[src/rtl/wb_gpio_pkg.sv]
// Shared register map, field widths and synchroniser warm-up length for wb_gpio_ctrl.
package wb_gpio_pkg;

  localparam int unsigned WB_ADR_W  = 5;
  localparam int unsigned WB_DAT_W  = 32;
  localparam int unsigned WB_SEL_W  = WB_DAT_W / 8;
  localparam int unsigned REG_IDX_W = 3;
  localparam int unsigned WARM_W    = 3;

  typedef enum logic [REG_IDX_W-1:0] {
    REG_DATA_IN    = 3'd0,
    REG_DATA_OUT   = 3'd1,
    REG_DIR        = 3'd2,
    REG_IRQ_EN     = 3'd3,
    REG_IRQ_EDGE   = 3'd4,
    REG_IRQ_STATUS = 3'd5,
    REG_RSVD6      = 3'd6,
    REG_RSVD7      = 3'd7
  } reg_idx_e;

  // Cycles after reset before edge detection is trusted: the delay flop must
  // have loaded from a fully refilled sync chain first.
  function automatic logic [WARM_W-1:0] warmup_count(input int unsigned sync_stages);
    return WARM_W'(sync_stages + 1);
  endfunction

endpackage

[src/rtl/gpio_sync_edge.sv]
// Pad input synchroniser plus one delay stage; emits per-line rise/fall pulses.
// Level appears SYNC_STAGES-1 edges after capture; pulses are suppressed during post-reset warm-up.
module gpio_sync_edge
  import wb_gpio_pkg::*;
#(
  parameter int unsigned WIDTH       = 8,
  parameter int unsigned SYNC_STAGES = 2
) (
  input  logic             clk,
  input  logic             rst_n,
  input  logic [WIDTH-1:0] pad,
  output logic [WIDTH-1:0] level,
  output logic [WIDTH-1:0] rise,
  output logic [WIDTH-1:0] fall
);

  localparam logic [WARM_W-1:0] WARM_DONE = warmup_count(SYNC_STAGES);

  logic [SYNC_STAGES-1:0][WIDTH-1:0] sync_q;
  logic [WIDTH-1:0]                  dly_q;
  logic [WARM_W-1:0]                 warm_q;
  logic                              detect_en;

  assign level     = sync_q[SYNC_STAGES-1];
  assign detect_en = (warm_q == WARM_DONE);
  assign rise      = detect_en ? (level & ~dly_q) : '0;
  assign fall      = detect_en ? (~level & dly_q) : '0;

  always_ff @(posedge clk or negedge rst_n) begin
    if (!rst_n) begin
      sync_q <= '0;
      dly_q  <= '0;
      warm_q <= '0;
    end else begin
      sync_q <= {sync_q[SYNC_STAGES-2:0], pad};
      dly_q  <= level;
      if (!detect_en) begin
        warm_q <= warm_q + 1'b1;
      end
    end
  end

endmodule

[src/rtl/wb_gpio_ctrl.sv]
// Wishbone classic GPIO controller: direction/output registers, synchronised inputs, edge IRQs.
// Every access acks one cycle after cyc&stb; a new access needs ack to drop first.
module wb_gpio_ctrl
  import wb_gpio_pkg::*;
#(
  parameter int unsigned GPIO_WIDTH  = 8,
  parameter int unsigned SYNC_STAGES = 2,
  parameter logic [31:0] RST_DIR     = '0
) (
  input  logic                  wb_clk_i,
  input  logic                  wb_rst_n_i,
  input  logic [WB_ADR_W-1:0]   wb_adr_i,
  input  logic [WB_DAT_W-1:0]   wb_dat_i,
  input  logic [WB_SEL_W-1:0]   wb_sel_i,
  input  logic                  wb_we_i,
  input  logic                  wb_cyc_i,
  input  logic                  wb_stb_i,
  output logic [WB_DAT_W-1:0]   wb_dat_o,
  output logic                  wb_ack_o,
  input  logic [GPIO_WIDTH-1:0] gpio_i,
  output logic [GPIO_WIDTH-1:0] gpio_o,
  output logic [GPIO_WIDTH-1:0] gpio_oe_o,
  output logic                  irq_o
);

  logic [GPIO_WIDTH-1:0] data_out_q, dir_q, irq_en_q, irq_edge_q, irq_status_q;
  logic [GPIO_WIDTH-1:0] data_in, rise, fall, set_evt, clr_mask, wr_mask, wr_dat;
  logic [WB_DAT_W-1:0]   sel_mask, rdata;
  logic                  req, wr_en;
  reg_idx_e              reg_idx;
  logic                  unused_bits;

  gpio_sync_edge #(
    .WIDTH       (GPIO_WIDTH),
    .SYNC_STAGES (SYNC_STAGES)
  ) u_sync_edge (
    .clk   (wb_clk_i),
    .rst_n (wb_rst_n_i),
    .pad   (gpio_i),
    .level (data_in),
    .rise  (rise),
    .fall  (fall)
  );

  assign req      = wb_cyc_i & wb_stb_i & ~wb_ack_o;
  assign wr_en    = req & wb_we_i;
  assign reg_idx  = reg_idx_e'(wb_adr_i[4:2]);
  assign sel_mask = {{8{wb_sel_i[3]}}, {8{wb_sel_i[2]}}, {8{wb_sel_i[1]}}, {8{wb_sel_i[0]}}};
  assign wr_mask  = sel_mask[GPIO_WIDTH-1:0];
  assign wr_dat   = wb_dat_i[GPIO_WIDTH-1:0];

  // Byte address bits and data/lane bits beyond GPIO_WIDTH carry no meaning here.
  assign unused_bits = ^{wb_adr_i[1:0], wb_dat_i, sel_mask};

  assign set_evt  = irq_en_q & ((irq_edge_q & rise) | (~irq_edge_q & fall));
  assign clr_mask = (wr_en && reg_idx == REG_IRQ_STATUS) ? (wr_dat & wr_mask) : '0;

  assign gpio_o    = data_out_q;
  assign gpio_oe_o = dir_q;

  always_comb begin
    rdata = '0;
    case (reg_idx)
      REG_DATA_IN:    rdata[GPIO_WIDTH-1:0] = data_in;
      REG_DATA_OUT:   rdata[GPIO_WIDTH-1:0] = data_out_q;
      REG_DIR:        rdata[GPIO_WIDTH-1:0] = dir_q;
      REG_IRQ_EN:     rdata[GPIO_WIDTH-1:0] = irq_en_q;
      REG_IRQ_EDGE:   rdata[GPIO_WIDTH-1:0] = irq_edge_q;
      REG_IRQ_STATUS: rdata[GPIO_WIDTH-1:0] = irq_status_q;
      default:        rdata = '0;
    endcase
  end

  always_ff @(posedge wb_clk_i or negedge wb_rst_n_i) begin
    if (!wb_rst_n_i) begin
      wb_ack_o     <= 1'b0;
      wb_dat_o     <= '0;
      data_out_q   <= '0;
      dir_q        <= RST_DIR[GPIO_WIDTH-1:0];
      irq_en_q     <= '0;
      irq_edge_q   <= '0;
      irq_status_q <= '0;
      irq_o        <= 1'b0;
    end else begin
      wb_ack_o <= req;
      wb_dat_o <= req ? rdata : '0;
      if (wr_en) begin
        case (reg_idx)
          REG_DATA_OUT: data_out_q <= (data_out_q & ~wr_mask) | (wr_dat & wr_mask);
          REG_DIR:      dir_q      <= (dir_q      & ~wr_mask) | (wr_dat & wr_mask);
          REG_IRQ_EN:   irq_en_q   <= (irq_en_q   & ~wr_mask) | (wr_dat & wr_mask);
          REG_IRQ_EDGE: irq_edge_q <= (irq_edge_q & ~wr_mask) | (wr_dat & wr_mask);
          default:      ;
        endcase
      end
      // A fresh edge outranks a write-1-to-clear landing on the same cycle.
      irq_status_q <= (irq_status_q & ~clr_mask) | set_evt;
      irq_o        <= |(irq_status_q & irq_en_q);
    end
  end

endmodule

[config.mk]
export PLATFORM = sky130hd
export DESIGN_NAME = wb_gpio_ctrl
export DESIGN_NICKNAME = d
export VERILOG_FILES = /design/src/rtl/wb_gpio_pkg.sv /design/src/rtl/gpio_sync_edge.sv /design/src/rtl/wb_gpio_ctrl.sv
export SDC_FILE = /design/constraint.sdc
export NUM_CORES = 1
export LEC_CHECK = 0
export BUFFER_PORTS_ARGS = -buffer_cell sky130_fd_sc_hd__buf_2
export CAP_MARGIN = 20
export CORE_UTILIZATION = 35
export CTS_BUF_LIST = sky130_fd_sc_hd__clkbuf_8
export DETAILED_ROUTE_END_ITERATION = 12
export PLACE_DENSITY = 0.7
export SETUP_SLACK_MARGIN = 0.4
export SLEW_MARGIN = 15
export SYNTH_ARGS = -nofsm -noshare
export SYNTH_HDL_FRONTEND = slang
export SYNTH_SLANG_ARGS = --single-unit
[constraint.sdc]
create_clock -name wb_clk_i -period 1.7 [get_ports wb_clk_i]
set_input_delay 0 -clock wb_clk_i [delete_from_list [all_inputs] [get_ports wb_clk_i]]
set_output_delay 0 -clock wb_clk_i [all_outputs]
set_load 0.02 [all_outputs]
==> run summary <==
Counting flops and latches in the post-synthesis netlist gives 77. The filler cells instantiated in the layout total 877. The cell count after placement is 433.

The total congestion overflow is 0. The total standard cell area after synthesis came out at 0.00336 mm^2. The H-tree depth is 3. After the first detailed-routing iteration, the DRC count stood at 96. The clock sink count came out at 77.

Setup repair after global routing could not meet its margin everywhere. Once layout is done, the placed cells without fillers occupy 0.00421 mm^2. The final count of pins violating max slew is 0.

The number of routed nets with antenna violations came out at 0. For this run, the number of Yosys warnings is 0. The routability congestion estimate from global placement is 0.771. The die span in x is 100 um. The number of design rule violations left after detail routing came out at 0. The setup slack of the worst register-to-register path came out at 0.19 ns. The hold violation total from the final report is 0.

The placed wire-length estimate is 4750 um. The count of TritonRoute iterations in the first routing pass came out at 4. The die covers 0.0100 mm^2. The count of final setup violators is 0. The portion of the post-synthesis area used by sequential elements came out at 0.573. Counting along the longest clock path gives a buffer depth of 2. Dividing the detail-routed wire length by the instance count gives 15.1 um.

The cell at the root of the clock tree is sky130_fd_sc_hd__clkbuf_8. The total design power is 0.00416 W. The clock network power share came out at 0.278.

The net switching component of the power is 0.00116 W. The time the worst path needs with I/O delays and setup came out at 1.51 ns. The core region is 0.00928 mm^2. The worst setup path is captured at a flip-flop.

The via-per-instance ratio came out at 4.83. The number of CTS-inserted buffers is 9. The run finished with clean final reports. The CTS tree is built. The source-to-sink clock delay at the later pin of the worst-skew pair came out at 0.35 ns. The maximum VDD drop came out at 0.507 mV. The overall routed net length is 7080 um. The setup TNS is 0 ns. The number of instances in the synthesized netlist is 251.

The number of vias in the routed layout is 2264. Buffers placed on the I/O ports in this run total 50. The count of distinct cell types in the synthesized netlist is 31.

The switching power as a share of total power is 0.280. The mean post-synth cell area came out at 13.4 um^2. The biggest fanout along the worst timing path came out at 8.

For this configuration, the core starts out at a cell density of 0.362. The portion of the clock cycle consumed by the worst path in the final layout is 0.886. The number of top-level pins came out at 104. The first-pass GRT wire length is 11600 um. The critical path class is reg -> reg.

For this run, the total global-route usage over all layers was measured as 0.154. The required time of the critical path came out at 1.93 ns. The logic gate share of total power is 0.185. For this run, the number of standard cells in the final layout without fillers is 469. The path class of the lowest-slack min-delay path is in -> reg. The floorplan has 35 rows. The highest clock frequency the design can meet came out at 664 MHz. On the final layout, the worst hold slack is 0.0156 ns.

For this design the ratio of total power to cell area is 988 mW/mm^2. The antenna diode count is 0. The initial antenna violation count is 0. From synthesis to final layout, the design area changed by 25.2%.

The floorplan die height is 100 um. Summing all placed instances gives a cell area of 0.00377 mm^2. The clock-pin slew reported for the worst setup and hold paths after clock tree synthesis came out at 0.08 ns. The count of max-cap constraint violations is 0.

For this design the static power due to leakage is 1.97 nW. The arrival time of the worst setup path is 1.74 ns. The design internal power is 0.00300 W. For this run, the post-layout net count is 391. The worst setup path is launched from a flip-flop. Entering global routing, the biggest net connects 34 pins. The final setup skew is 0.0115 ns. The share of total power dissipated in sequential elements is 0.537.

The fraction of final layout cells with drive strength greater than 1 is 0.397. The number of global-route vias before repair came to 2237.
-- layout by cell type, fill, tap and decap left out, types with 3 or more instances in the layout --
cell	synthesis	routed
sky130_fd_sc_hd__dfrtp_1	77	76
sky130_fd_sc_hd__buf_2	7	50
sky130_fd_sc_hd__mux2_2	41	29
sky130_fd_sc_hd__conb_1	1	24
sky130_fd_sc_hd__nand2_1	21	20
sky130_fd_sc_hd__dlygate4sd3_1	0	17
sky130_fd_sc_hd__mux2_4	0	12
sky130_fd_sc_hd__buf_4	24	11
sky130_fd_sc_hd__clkbuf_8	0	10
sky130_fd_sc_hd__nand3_1	10	9
sky130_fd_sc_hd__nand2b_1	9	8
sky130_fd_sc_hd__a32o_1	8	8
sky130_fd_sc_hd__o22ai_1	7	7
sky130_fd_sc_hd__inv_1	3	7
sky130_fd_sc_hd__mux4_2	7	7
sky130_fd_sc_hd__a21oi_1	6	6
sky130_fd_sc_hd__a22oi_1	6	6
sky130_fd_sc_hd__nor2_1	3	3
-- power by group through the flow --
stage | Clock, W | Sequential, W | Combinational, W
after floorplan | 0 | 0.00230 | 0.000448
after global placement | 0 | 0.00225 | 0.000696
after detailed placement | 0 | 0.00226 | 0.000713
after CTS | 0.00119 | 0.00223 | 0.000756
after global routing | 0.00127 | 0.00226 | 0.000848
final | 0.00116 | 0.00223 | 0.000770
-- timing repair --
action,4_1_cts,5_1_grt
hold buffers,17,0
endpoints found under the setup margin,43,46
pin swaps,0,0
endpoints found under the hold margin,125,0
setup buffers,0,3
gates resized for setup,9,12
-- layout make-up --
type	instances	area [um^2]	share of cell area
inverters	3	11.3	0.00267
multi-input cells	162	1380	0.328
clock inverters	6	25.0	0.00594
repair buffers	82	566	0.134
well taps	129	161	0.0383
clock buffers	10	138	0.0327
flip-flops and latches	77	1930	0.458
-- critical path, stage by stage (launching register included) --
cell and delay (ns):
sky130_fd_sc_hd__dfrtp_2 0.44, sky130_fd_sc_hd__nand2b_4 0.17, sky130_fd_sc_hd__nor4_4 0.22, sky130_fd_sc_hd__buf_6 0.21, sky130_fd_sc_hd__mux2_2 0.35
-- cells in the mapped netlist --
library cell / n / area (um^2)
sky130_fd_sc_hd__dfrtp_1: 77 / 1930
sky130_fd_sc_hd__inv_1: 3 / 11.3
sky130_fd_sc_hd__and4_1: 1 / 8.76
sky130_fd_sc_hd__nor4b_4: 1 / 23.8
sky130_fd_sc_hd__o21ai_0: 2 / 10.0
sky130_fd_sc_hd__nor2b_1: 3 / 18.8
sky130_fd_sc_hd__nand3b_1: 1 / 7.51
sky130_fd_sc_hd__a2111oi_0: 2 / 17.5
sky130_fd_sc_hd__xnor2_1: 1 / 8.76
sky130_fd_sc_hd__and3_1: 1 / 6.26
sky130_fd_sc_hd__mux4_2: 7 / 158
sky130_fd_sc_hd__ha_1: 2 / 25.0
sky130_fd_sc_hd__a32o_1: 8 / 80.1
sky130_fd_sc_hd__o21a_1: 1 / 7.51
sky130_fd_sc_hd__mux2_2: 41 / 462
sky130_fd_sc_hd__nor4_4: 1 / 21.3
sky130_fd_sc_hd__nand2b_2: 1 / 8.76
sky130_fd_sc_hd__buf_2: 7 / 35.0
sky130_fd_sc_hd__conb_1: 1 / 3.75
sky130_fd_sc_hd__nand3_1: 10 / 50.1
sky130_fd_sc_hd__a21oi_1: 6 / 30.0
sky130_fd_sc_hd__and2b_1: 1 / 7.51
sky130_fd_sc_hd__nor4bb_1: 1 / 10.0
sky130_fd_sc_hd__clkbuf_1: 1 / 3.75
sky130_fd_sc_hd__nand4_1: 1 / 6.26
sky130_fd_sc_hd__o22ai_1: 7 / 43.8
sky130_fd_sc_hd__buf_4: 24 / 180
sky130_fd_sc_hd__nand2_1: 21 / 78.8
sky130_fd_sc_hd__nor2_1: 3 / 11.3
sky130_fd_sc_hd__a22oi_1: 6 / 45.0
sky130_fd_sc_hd__nand2b_1: 9 / 56.3
-- cells by family after synthesis --
family | count (synthesis) | share of synthesized area
AOI/OAI and AO/OA | 32 | 0.0696
adders and majority gates | 2 | 0.00744
buffers and inverters | 35 | 0.0684
DFF | 77 | 0.573
other | 1 | 0.00112
muxes | 48 | 0.184
xor gates and xnor gates | 1 | 0.00260
and+or+nand+nor | 55 | 0.0938
-- through the flow --
step,worst slack [ns],util
2_1_floorplan,0.170,-
3_3_place_gp,0.232,0.406
3_5_place_dp,0.211,0.406
4_1_cts,0.196,0.446
5_1_grt,0.132,0.454
6_report,0.194,0.454
-- per-layer routing --
layer	up-vias	wire [um]	GRT usage
met5	-	0	0
met4	0	82	0.0435
met3	9	352	0.0404
met2	80	3240	0.244
met1	1150	3410	0.209
li1	1025	-	-
-- worst paths after layout --
| kind | end | depth (start not counted) | from |
|---|---|---|---|
| setup reg to reg | flip-flop | 4 | wb_ack_o$_DFF_PN0_ |
| hold / removal | wb_dat_o[2]$_DFF_PN0_ | 3 | wb_stb_i |
| min in group asynchronous | u_sync_edge.level[2]$_DFF_PN0_ | 2 | wb_rst_n_i |
| setup / recovery | flip-flop | 4 | wb_ack_o$_DFF_PN0_ |
| max in group asynchronous | u_sync_edge.level[3]$_DFF_PN0_ | 3 | wb_rst_n_i |
| hold reg to reg | u_sync_edge.level[4]$_DFF_PN0_ | 0 | u_sync_edge.sync_q[4]$_DFF_PN0_ |
Power figures use the tool's default switching activity.
